## config.mk

```make
export PLATFORM = sky130hd
export DESIGN_NAME = axi_lite_write_slave_fifo
export DESIGN_NICKNAME = d
export VERILOG_FILES = /design/src/rtl/axi_lite_write_slave_fifo.sv
export SDC_FILE = /design/constraint.sdc
export NUM_CORES = 1
export LEC_CHECK = 0
export BUFFER_PORTS_ARGS = -buffer_cell sky130_fd_sc_hd__buf_2
export CAP_MARGIN = 40
export CORE_MARGIN = 4
export CORE_UTILIZATION = 54
export CTS_BUF_LIST = sky130_fd_sc_hd__clkbuf_8
export DETAILED_ROUTE_END_ITERATION = 10
export PLACE_DENSITY_LB_ADDON = 0.2
export SLEW_MARGIN = 10
export SYNTH_ARGS = -nofsm -noshare
export SYNTH_HDL_FRONTEND = slang
export SYNTH_SLANG_ARGS = --single-unit
export TNS_END_PERCENT = 1
```

## constraint.sdc

```tcl
create_clock -name ACLK -period 3.1 [get_ports ACLK]
set_clock_uncertainty 0.1 [all_clocks]
set_input_delay 0.155 -clock ACLK [delete_from_list [all_inputs] [get_ports ACLK]]
set_output_delay 0.155 -clock ACLK [all_outputs]
set_load 0.02 [all_outputs]
```

## src/rtl/axi_lite_write_slave_fifo.sv

```systemverilog
`timescale 1ns/1ps
// AXI4-Lite write slave: AW/W captured into holding slots, each completed write pushed into an output FIFO.
// Optional address-window decode (SLVERR, no push) enabled by defining AXIW_ADDR_DECODE_ERR_EN.
module axi_lite_write_slave_fifo #(
    parameter int unsigned       ADDR_W     = 32,
    parameter int unsigned       DATA_W     = 32,
    parameter int unsigned       FIFO_DEPTH = 4,
    parameter logic [ADDR_W-1:0] BASE_ADDR  = '0,
    parameter logic [ADDR_W-1:0] ADDR_RANGE = ADDR_W'(32'h0000_1000)
) (
    input  logic                          ACLK,
    input  logic                          ARESETN,
    input  logic                          AWVALID,
    input  logic [ADDR_W-1:0]             AWADDR,
    output logic                          AWREADY,
    input  logic                          WVALID,
    input  logic [DATA_W-1:0]             WDATA,
    input  logic [DATA_W/8-1:0]           WSTRB,
    output logic                          WREADY,
    output logic                          BVALID,
    output logic [1:0]                    BRESP,
    input  logic                          BREADY,
    output logic                          out_valid,
    input  logic                          out_ready,
    output logic [ADDR_W-1:0]             out_addr,
    output logic [DATA_W-1:0]             out_data,
    output logic [DATA_W/8-1:0]           out_strb,
    output logic [$clog2(FIFO_DEPTH):0]   fifo_level
);

    localparam int unsigned STRB_W = DATA_W / 8;
    localparam int unsigned PTR_W  = $clog2(FIFO_DEPTH);
    localparam int unsigned LVL_W  = PTR_W + 1;
    localparam logic [1:0]  RESP_OKAY = 2'b00;

    typedef enum logic [1:0] {COLLECT, PUSH, RESP} state_e;

    typedef struct packed {
        logic [ADDR_W-1:0] addr;
        logic [DATA_W-1:0] data;
        logic [STRB_W-1:0] strb;
    } entry_t;

    state_e              state_q, state_d;
    logic                aw_full_q, aw_full_d;
    logic                w_full_q, w_full_d;
    logic [ADDR_W-1:0]   aw_addr_q, aw_addr_d;
    logic [DATA_W-1:0]   w_data_q, w_data_d;
    logic [STRB_W-1:0]   w_strb_q, w_strb_d;
    logic                awready_q, awready_d;
    logic                wready_q, wready_d;
    logic                bvalid_q, bvalid_d;
    logic [1:0]          bresp_q, bresp_d;
    logic [PTR_W-1:0]    wr_ptr_q, wr_ptr_d;
    logic [PTR_W-1:0]    rd_ptr_q, rd_ptr_d;
    logic [LVL_W-1:0]    level_q, level_d;
    logic                out_valid_q, out_valid_d;
    logic                push_c;
    logic                pop_c;
    entry_t              mem_q [FIFO_DEPTH];

`ifdef AXIW_ADDR_DECODE_ERR_EN
    localparam logic [1:0] RESP_SLVERR = 2'b10;
    logic [ADDR_W:0] win_lo_c, win_hi_c;
    logic            in_window_c;
    // Compare one bit wider so BASE_ADDR+ADDR_RANGE cannot wrap.
    assign win_lo_c    = {1'b0, BASE_ADDR};
    assign win_hi_c    = win_lo_c + {1'b0, ADDR_RANGE};
    assign in_window_c = ({1'b0, aw_addr_q} >= win_lo_c) && ({1'b0, aw_addr_q} < win_hi_c);
`else
    logic unused_params_c;
    assign unused_params_c = ^{BASE_ADDR, ADDR_RANGE};
`endif

    // Next-state: slot capture, write FSM, FIFO pointers and level
    always_comb begin
        state_d   = state_q;
        aw_full_d = aw_full_q;
        w_full_d  = w_full_q;
        aw_addr_d = aw_addr_q;
        w_data_d  = w_data_q;
        w_strb_d  = w_strb_q;
        bvalid_d  = bvalid_q;
        bresp_d   = bresp_q;
        wr_ptr_d  = wr_ptr_q;
        rd_ptr_d  = rd_ptr_q;
        push_c    = 1'b0;
        pop_c     = out_valid_q && out_ready;

        if (awready_q && AWVALID) begin
            aw_full_d = 1'b1;
            aw_addr_d = AWADDR;
        end
        if (wready_q && WVALID) begin
            w_full_d = 1'b1;
            w_data_d = WDATA;
            w_strb_d = WSTRB;
        end

        case (state_q)
            COLLECT: begin
                if (aw_full_q && w_full_q) state_d = PUSH;
            end
            PUSH: begin
`ifdef AXIW_ADDR_DECODE_ERR_EN
                if (!in_window_c) begin
                    aw_full_d = 1'b0;
                    w_full_d  = 1'b0;
                    bvalid_d  = 1'b1;
                    bresp_d   = RESP_SLVERR;
                    state_d   = RESP;
                end else
`endif
                if (level_q < LVL_W'(FIFO_DEPTH)) begin
                    push_c    = 1'b1;
                    aw_full_d = 1'b0;
                    w_full_d  = 1'b0;
                    bvalid_d  = 1'b1;
                    bresp_d   = RESP_OKAY;
                    state_d   = RESP;
                end
            end
            RESP: begin
                if (BREADY) begin
                    bvalid_d = 1'b0;
                    state_d  = COLLECT;
                end
            end
            default: state_d = COLLECT;
        endcase

        if (push_c) wr_ptr_d = wr_ptr_q + PTR_W'(1);
        if (pop_c)  rd_ptr_d = rd_ptr_q + PTR_W'(1);
        level_d     = level_q + LVL_W'(push_c) - LVL_W'(pop_c);
        out_valid_d = (level_d != '0);
        awready_d   = !aw_full_d && !bvalid_d;
        wready_d    = !w_full_d && !bvalid_d;
    end

    always_ff @(posedge ACLK or negedge ARESETN) begin
        if (!ARESETN) begin
            state_q     <= COLLECT;
            aw_full_q   <= 1'b0;
            w_full_q    <= 1'b0;
            aw_addr_q   <= '0;
            w_data_q    <= '0;
            w_strb_q    <= '0;
            awready_q   <= 1'b0;
            wready_q    <= 1'b0;
            bvalid_q    <= 1'b0;
            bresp_q     <= RESP_OKAY;
            wr_ptr_q    <= '0;
            rd_ptr_q    <= '0;
            level_q     <= '0;
            out_valid_q <= 1'b0;
        end else begin
            state_q     <= state_d;
            aw_full_q   <= aw_full_d;
            w_full_q    <= w_full_d;
            aw_addr_q   <= aw_addr_d;
            w_data_q    <= w_data_d;
            w_strb_q    <= w_strb_d;
            awready_q   <= awready_d;
            wready_q    <= wready_d;
            bvalid_q    <= bvalid_d;
            bresp_q     <= bresp_d;
            wr_ptr_q    <= wr_ptr_d;
            rd_ptr_q    <= rd_ptr_d;
            level_q     <= level_d;
            out_valid_q <= out_valid_d;
        end
    end

    // Entry storage; contents are meaningless unless counted by level_q
    always_ff @(posedge ACLK) begin
        if (push_c) mem_q[wr_ptr_q] <= '{addr: aw_addr_q, data: w_data_q, strb: w_strb_q};
    end

    assign AWREADY    = awready_q;
    assign WREADY     = wready_q;
    assign BVALID     = bvalid_q;
    assign BRESP      = bresp_q;
    assign out_valid  = out_valid_q;
    assign out_addr   = mem_q[rd_ptr_q].addr;
    assign out_data   = mem_q[rd_ptr_q].data;
    assign out_strb   = mem_q[rd_ptr_q].strb;
    assign fifo_level = level_q;

endmodule

```

# Yosys cells after proc, flatten, opt, wreduce, memory -nomap -nowiden
# Memories as Yosys holds them, arrays and structs flattened.
# Cells that the tools add are included.
dict set report totals {
  mem_bits_rw 272
  word_cells 53
  n_memories 1
  register_bits 83
  inputBits 74
  out_inout_bits 77
}
dict set report op_classes {
  n_addsub 4
  eq_ne 5
  order_cmp 1
  muxes 17
  n_reduce_logical 12
}
# memory words width rd rd_ports_with_merged_regs wr line
set memory_table {}
lappend memory_table {mem_q 4 68 1 0 1 60} ;# entry_t mem_q [FIFO_DEPTH];
# cell count
set ops {}
lappend ops {{$mux W1} 12}
lappend ops {{$logic_and A1 B1 Y1} 6}
lappend ops {{$mux W2} 3}
lappend ops {{$ne A2 B2 Y1 const B} 3}
lappend ops {{$pmux W2 S3} 1}
lappend ops {{$add A2 B1 Y2 const B} 2}
lappend ops {{$add A3 B1 Y3} 1}
lappend ops {{$logic_not A1 Y1} 3}
lappend ops {{$lt A3 B3 Y1 const B} 1}
lappend ops {{$reduce_and A3 Y1} 1}
lappend ops {{$reduce_bool A3 Y1} 1}
lappend ops {{$sub A3 B1 Y3} 1}
lappend ops {{$eq A2 B1 Y1 const B} 1}
lappend ops {{$eq A2 B2 Y1 const B} 1}
lappend ops {{$logic_not A2 Y1} 1}
lappend ops {{$pmux W1 S2} 1}

# Longest topological paths before layout
dict set report depth {
  word_depth 6
  depth_mapped 11
}

# Least setup slack after synthesis
# No wires, ideal clock.
dict set report synth_path {
  path_kind {register to register}
  from {register state_q[1]}
  to {memory mem_q[0][0] (netlist bit) (enable)}
  setup_slack_ns 0.027
  path_stages_with_launch 6
  setup_ns 0.434
  t_arrival_ns 2.539
  cell_sequence {dfrtp_1 inv_1 ha_1 nor2b_1 buf_2 and2_1}
}
dict set report synth_via {
  elab_chain_cells 4
}
# item line
set synth_lines {}
lappend synth_lines {{from (decl)} 44} ;# state_e state_q, state_d;
lappend synth_lines {{from (signal assigned)} 157} ;# state_q <= state_d;
lappend synth_lines {{$eq A2 B1 Y1} 100} ;# case (state_q)
lappend synth_lines {{$mux W1} 100}
lappend synth_lines {{$mux W1} 176} ;# if (push_c) mem_q[wr_ptr_q] <= '{addr: aw_addr_q, data: w_data_q, strb: w_strb_q};
lappend synth_lines {{$mux W1 (implied by the code)} 176}
lappend synth_lines {{to (decl)} 60}
# Every way passes these cells.

# Final worst setup path
dict set report layout_path {
  from {register rd_ptr_q[0]}
  to {output out_strb[2]}
}
dict set report layout_via {
  elab_chain_cells 1
}
# item line
set layout_lines {}
lappend layout_lines {{from (decl)} 55} ;# logic [PTR_W-1:0] rd_ptr_q, rd_ptr_d;
lappend layout_lines {{from (signal assigned)} 168} ;# rd_ptr_q <= rd_ptr_d;
lappend layout_lines {{$mem_v2 Z4 W68} --}
lappend layout_lines {{to (decl)} 27} ;# output logic [DATA_W/8-1:0] out_strb,
# Every way passes these cells.

==> flow_summary.rst <==
.. list-table::
   :header-rows: 1

   * - Metric
     - Value
   * - Total area of sequential cells
     - ~0.010 sq mm
   * - RSZ-0062 raised after global routing
     - false
   * - Synthesized instance count
     - 571
   * - Number of antenna violations at the first check in global routing
     - 0
   * - Slew at the pin with the worst max-slew slack
     - about 0.80 ns
   * - Min-Delay Path Class
     - input pin to async pin
   * - Die Span X
     - 164 um
   * - Worst Setup Start Kind
     - flip-flop
   * - Worst-path cell chain
     - buf_12 > mux4_2 > buf_2
   * - Area fraction of the dominant cell type after synthesis
     - 61.9%
   * - Weighted congestion reported at the end of routability-driven placement
     - roughly 0.7
   * - Slew margin rel.
     - 46.4%
   * - Remaining design rule violation count
     - 0
   * - Main area contributors after synthesis
     - sky130_fd_sc_hd__edfxtp_1 (62%), sky130_fd_sc_hd__dfrtp_1 (16%), sky130_fd_sc_hd__mux4_2 (12%)
   * - Via count of the first global-routing pass
     - approximately 7,100
   * - Worst IR drop on VDD
     - ~550 uV
   * - PortBufs
     - around 150
   * - GRT Resource Usage Total
     - between 10% and 20%
   * - Area occupied by multi-input gates
     - 0.00268 sq mm
   * - CP top delay family
     - flip-flops
   * - Effective utilization at floorplan
     - roughly 56%
   * - Setup slack of the critical path after layout
     - around 0.39 ns
   * - Clock sink total
     - ~360
   * - Remaining antenna violation count
     - 0
   * - Post-Syn Area
     - around 0.013 sq mm
   * - Cell count after placement
     - between 1,000 and 1,500
   * - First-pass GRT wire length
     - roughly 40 mm
   * - Fmax achieved
     - about 370 MHz
   * - Status
     - finished clean
   * - Final hold violation count
     - 0
   * - Sequential share of the synthesized area
     - between 70 and 80%
   * - Clock tree from TritonCTS
     - yes
   * - Final critical path time including I/O delays and setup
     - 2.71 ns
   * - Die ar.
     - around 0.027 sq mm
   * - Worst skew pair latency
     - 0.55 ns
   * - Clock buffer count from CTS
     - 54
   * - First-pass DRT Iterations
     - 4
   * - Maximum fanout encountered on the critical timing path
     - 28
   * - Leakage power total
     - 6.00 nW
   * - Placement Rows
     - 56
   * - Pre-CTS setup slack
     - 0.607 ns
   * - Clock Tree Root
     - sky130_fd_sc_hd__clkbuf_8
   * - Total grt overflow
     - 0
   * - Power Density
     - about 960 mW/mm^2
   * - Height of the die
     - 164 um
   * - Max-slew violation count
     - 0
   * - Setup tns final
     - 0 ns
   * - Area leader, netlist
     - sky130_fd_sc_hd__edfxtp_1
   * - Final setup violating endpoints
     - 0
   * - Share of cells above drive strength 1
     - between 40 and 50%
   * - Worst Path Buf+Inv
     - 2
   * - Post-route standard cell area excluding fillers
     - 0.0161 sq mm
   * - Data arrival time of the worst path
     - 2.46 ns
   * - Mean Syn Cell Area
     - approximately 23 sq um
   * - Final cell count without fillers
     - 1,204
   * - Final routed wirelength across all metal layers
     - approximately 25 mm
   * - Power after layout
     - roughly 15 mW
   * - Required time at the worst-slack endpoint
     - 2.84 ns
   * - Total of max-cap violations
     - 0
   * - Yosys warnings
     - 0
   * - Layout area overhead
     - 22.2%
   * - Vias
     - between 6,000 and 7,000
   * - Cell type of the slowest stage on the worst timing path
     - sky130_fd_sc_hd__dfrtp_4
   * - Initial drt markers
     - just under 400
   * - Largest net degree at the start of global routing
     - 53
   * - Number of buffers inserted to repair setup after CTS
     - 0
   * - Ratio of final minimum period to clock period
     - 87.5%
   * - Core Footprint
     - approximately 0.024 sq mm
   * - Filler Cells Inserted
     - roughly 1,500
   * - Class of the most critical setup path
     - flip-flop to output pin
   * - Fin nets
     - ~930
   * - H-tree Lvls
     - 2
   * - Sort of element at the end of the critical path
     - output pin
   * - Total cell area at the placement stage
     - 0.0143 sq mm
   * - Final HPWL from detailed placement
     - ~15 mm
   * - Diodes inserted
     - 0
   * - I/O Pins
     - between 150 and 200
   * - Clk buf depth
     - 3
   * - Clock-pin slew reported for the worst setup and hold paths after clock tree synthesis
     - 0.06 ns
   * - Average via count per standard cell
     - 5.34
   * - Maximum single-stage delay on the critical path
     - slightly above 0.8 ns
   * - Post-synthesis sequential element count
     - about 360
   * - Wire length per cell after detailed routing
     - a little over 20 um
   * - Cell variety after synth
     - 28
==> routing by layer <==
layer | share of wire [%] | global-route usage, % | vias to the layer above | wire (um)
met5 | 0 | 0 | - | 0
met4 | 1.1 | 4.27 | 0 | 276
met3 | 6.1 | 4.12 | 24 | 1530
met2 | 52 | 33.2 | 195 | 13000
met1 | 41 | 25.7 | 3354 | 10200
li1 | - | - | 2852 | -
==> registers in the layout, indices dropped and copies added, names as in the netlist, 2 cells and up <==
name        flops
w_data_q       32
fifo_level      3
rd_ptr_q        2
aw_addr_q      32
wr_ptr_q        2
mem_q         272
state_q         2
w_strb_q        4
==> layout by cell type (no fill, tap or decap), drive strengths merged, types with 2 or more instances in the layout <==
master and n:
o21a 2, nand2 5, xor2 2, and2 6, nor3 3, ha 10, dfrtp 83, edfxtp 272
inv 32, nor2b 2, dlygate4sd3 73, clkbuf 64, mux2 69, mux4 68, a21oi 2, buf 167
nor2 2, conb 2, xnor2 3, clkinv 9
==> synthesized netlist by cell type <==
library cell and n:
sky130_fd_sc_hd__edfxtp_1 272, sky130_fd_sc_hd__dfrtp_1 83, sky130_fd_sc_hd__mux2_2 69, sky130_fd_sc_hd__mux4_2 68
sky130_fd_sc_hd__buf_2 14, sky130_fd_sc_hd__ha_1 10, sky130_fd_sc_hd__inv_1 9, sky130_fd_sc_hd__buf_12 7
sky130_fd_sc_hd__and2_1 6, sky130_fd_sc_hd__nand2_1 4, sky130_fd_sc_hd__buf_4 3, sky130_fd_sc_hd__nor3_1 3
sky130_fd_sc_hd__xnor2_1 3, sky130_fd_sc_hd__a21oi_1 2, sky130_fd_sc_hd__nor2_1 2, sky130_fd_sc_hd__nor2b_1 2
sky130_fd_sc_hd__o21a_1 2, sky130_fd_sc_hd__xor2_1 2, sky130_fd_sc_hd__a211oi_1 1, sky130_fd_sc_hd__and2b_1 1
sky130_fd_sc_hd__buf_6 1, sky130_fd_sc_hd__conb_1 1, sky130_fd_sc_hd__fa_1 1, sky130_fd_sc_hd__nand2_2 1
sky130_fd_sc_hd__o21ai_0 1, sky130_fd_sc_hd__o32a_1 1, sky130_fd_sc_hd__or2_2 1, sky130_fd_sc_hd__or3_1 1
==> logic make-up (layout without fill, tap and decap cells) <==
group | after synthesis | after routing | synth area share [%]
other | 1 | 2 | 0.0284
multiplexers | 137 | 137 | 17.5
buffers and inverters | 34 | 347 | 2.11
adder cells (fa/ha/maj) | 11 | 11 | 1.10
XOR/XNOR | 5 | 5 | 0.332
flip-flops | 355 | 355 | 77.7
AND/OR/NAND/NOR | 21 | 21 | 0.864
AO/OA/AOI/OAI | 7 | 7 | 0.361
==> area by class of cell <==
| cell class | count | share of cell area [%] |
|---|---|---|
| Clock buffer | 64 | 5.47 |
| Clock inverter | 34 | 1.00 |
| Inverter | 9 | 0.210 |
| Multi-Input combinational cell | 183 | 16.6 |
| Sequential cell | 355 | 63.6 |
| Tap cell | 319 | 2.48 |
| Timing Repair Buffer | 240 | 10.6 |
==> power by group <==
part | switching (mW) | internal [mW]
registers | 0.888 | 6.69
clock network | 1.66 | 1.95
logic | 2.21 | 2.04
total | 4.76 | 10.7
==> repair_timing <==
item                                   CTS  global route
hold buffers                            73             0
endpoints found under the hold margin  124             0
resized for setup                        0             0
==> final timing paths <==
| path | startpoint | end | slack (ns) | cells past startpoint |
|---|---|---|---|---|
| worst max-delay path | rd_ptr_q[0]$_DFFE_PN0P_ | out_strb[2] | 0.39 | 3 |
| worst min-delay path | ARESETN | aw_addr_q[5]$_DFFE_PN0P_ | 0.13 | 2 |
| worst max register to register | state_q[1]$_DFFE_PN0P_ | out_valid$_DFF_PN0_ | 0.59 | 10 |
| worst min register to register | w_strb_q[0]$_DFFE_PN0P_ | mem_q[1][0]$_DFFE_PP_ | 0.41 | 0 |
| max in group asynchronous | ARESETN | out_valid$_DFF_PN0_ | 2.05 | 3 |
| min in group ACLK | AWADDR[6] | aw_addr_q[6]$_DFFE_PN0P_ | 0.27 | 3 |
==> per-stage QoR <==
| stage | hold slack [ns] | utilization (%) |
|---|---|---|
| after detailed placement | 0.207 | 60.4 |
| after floorplan | -0.241 | - |
| after global routing | 0.172 | 67.8 |
| after global placement | 0.207 | 60.4 |
| final | 0.132 | 67.8 |
| after CTS | 0.130 | 67.8 |
No activity file was read; power rests on OpenSTA's default activity.
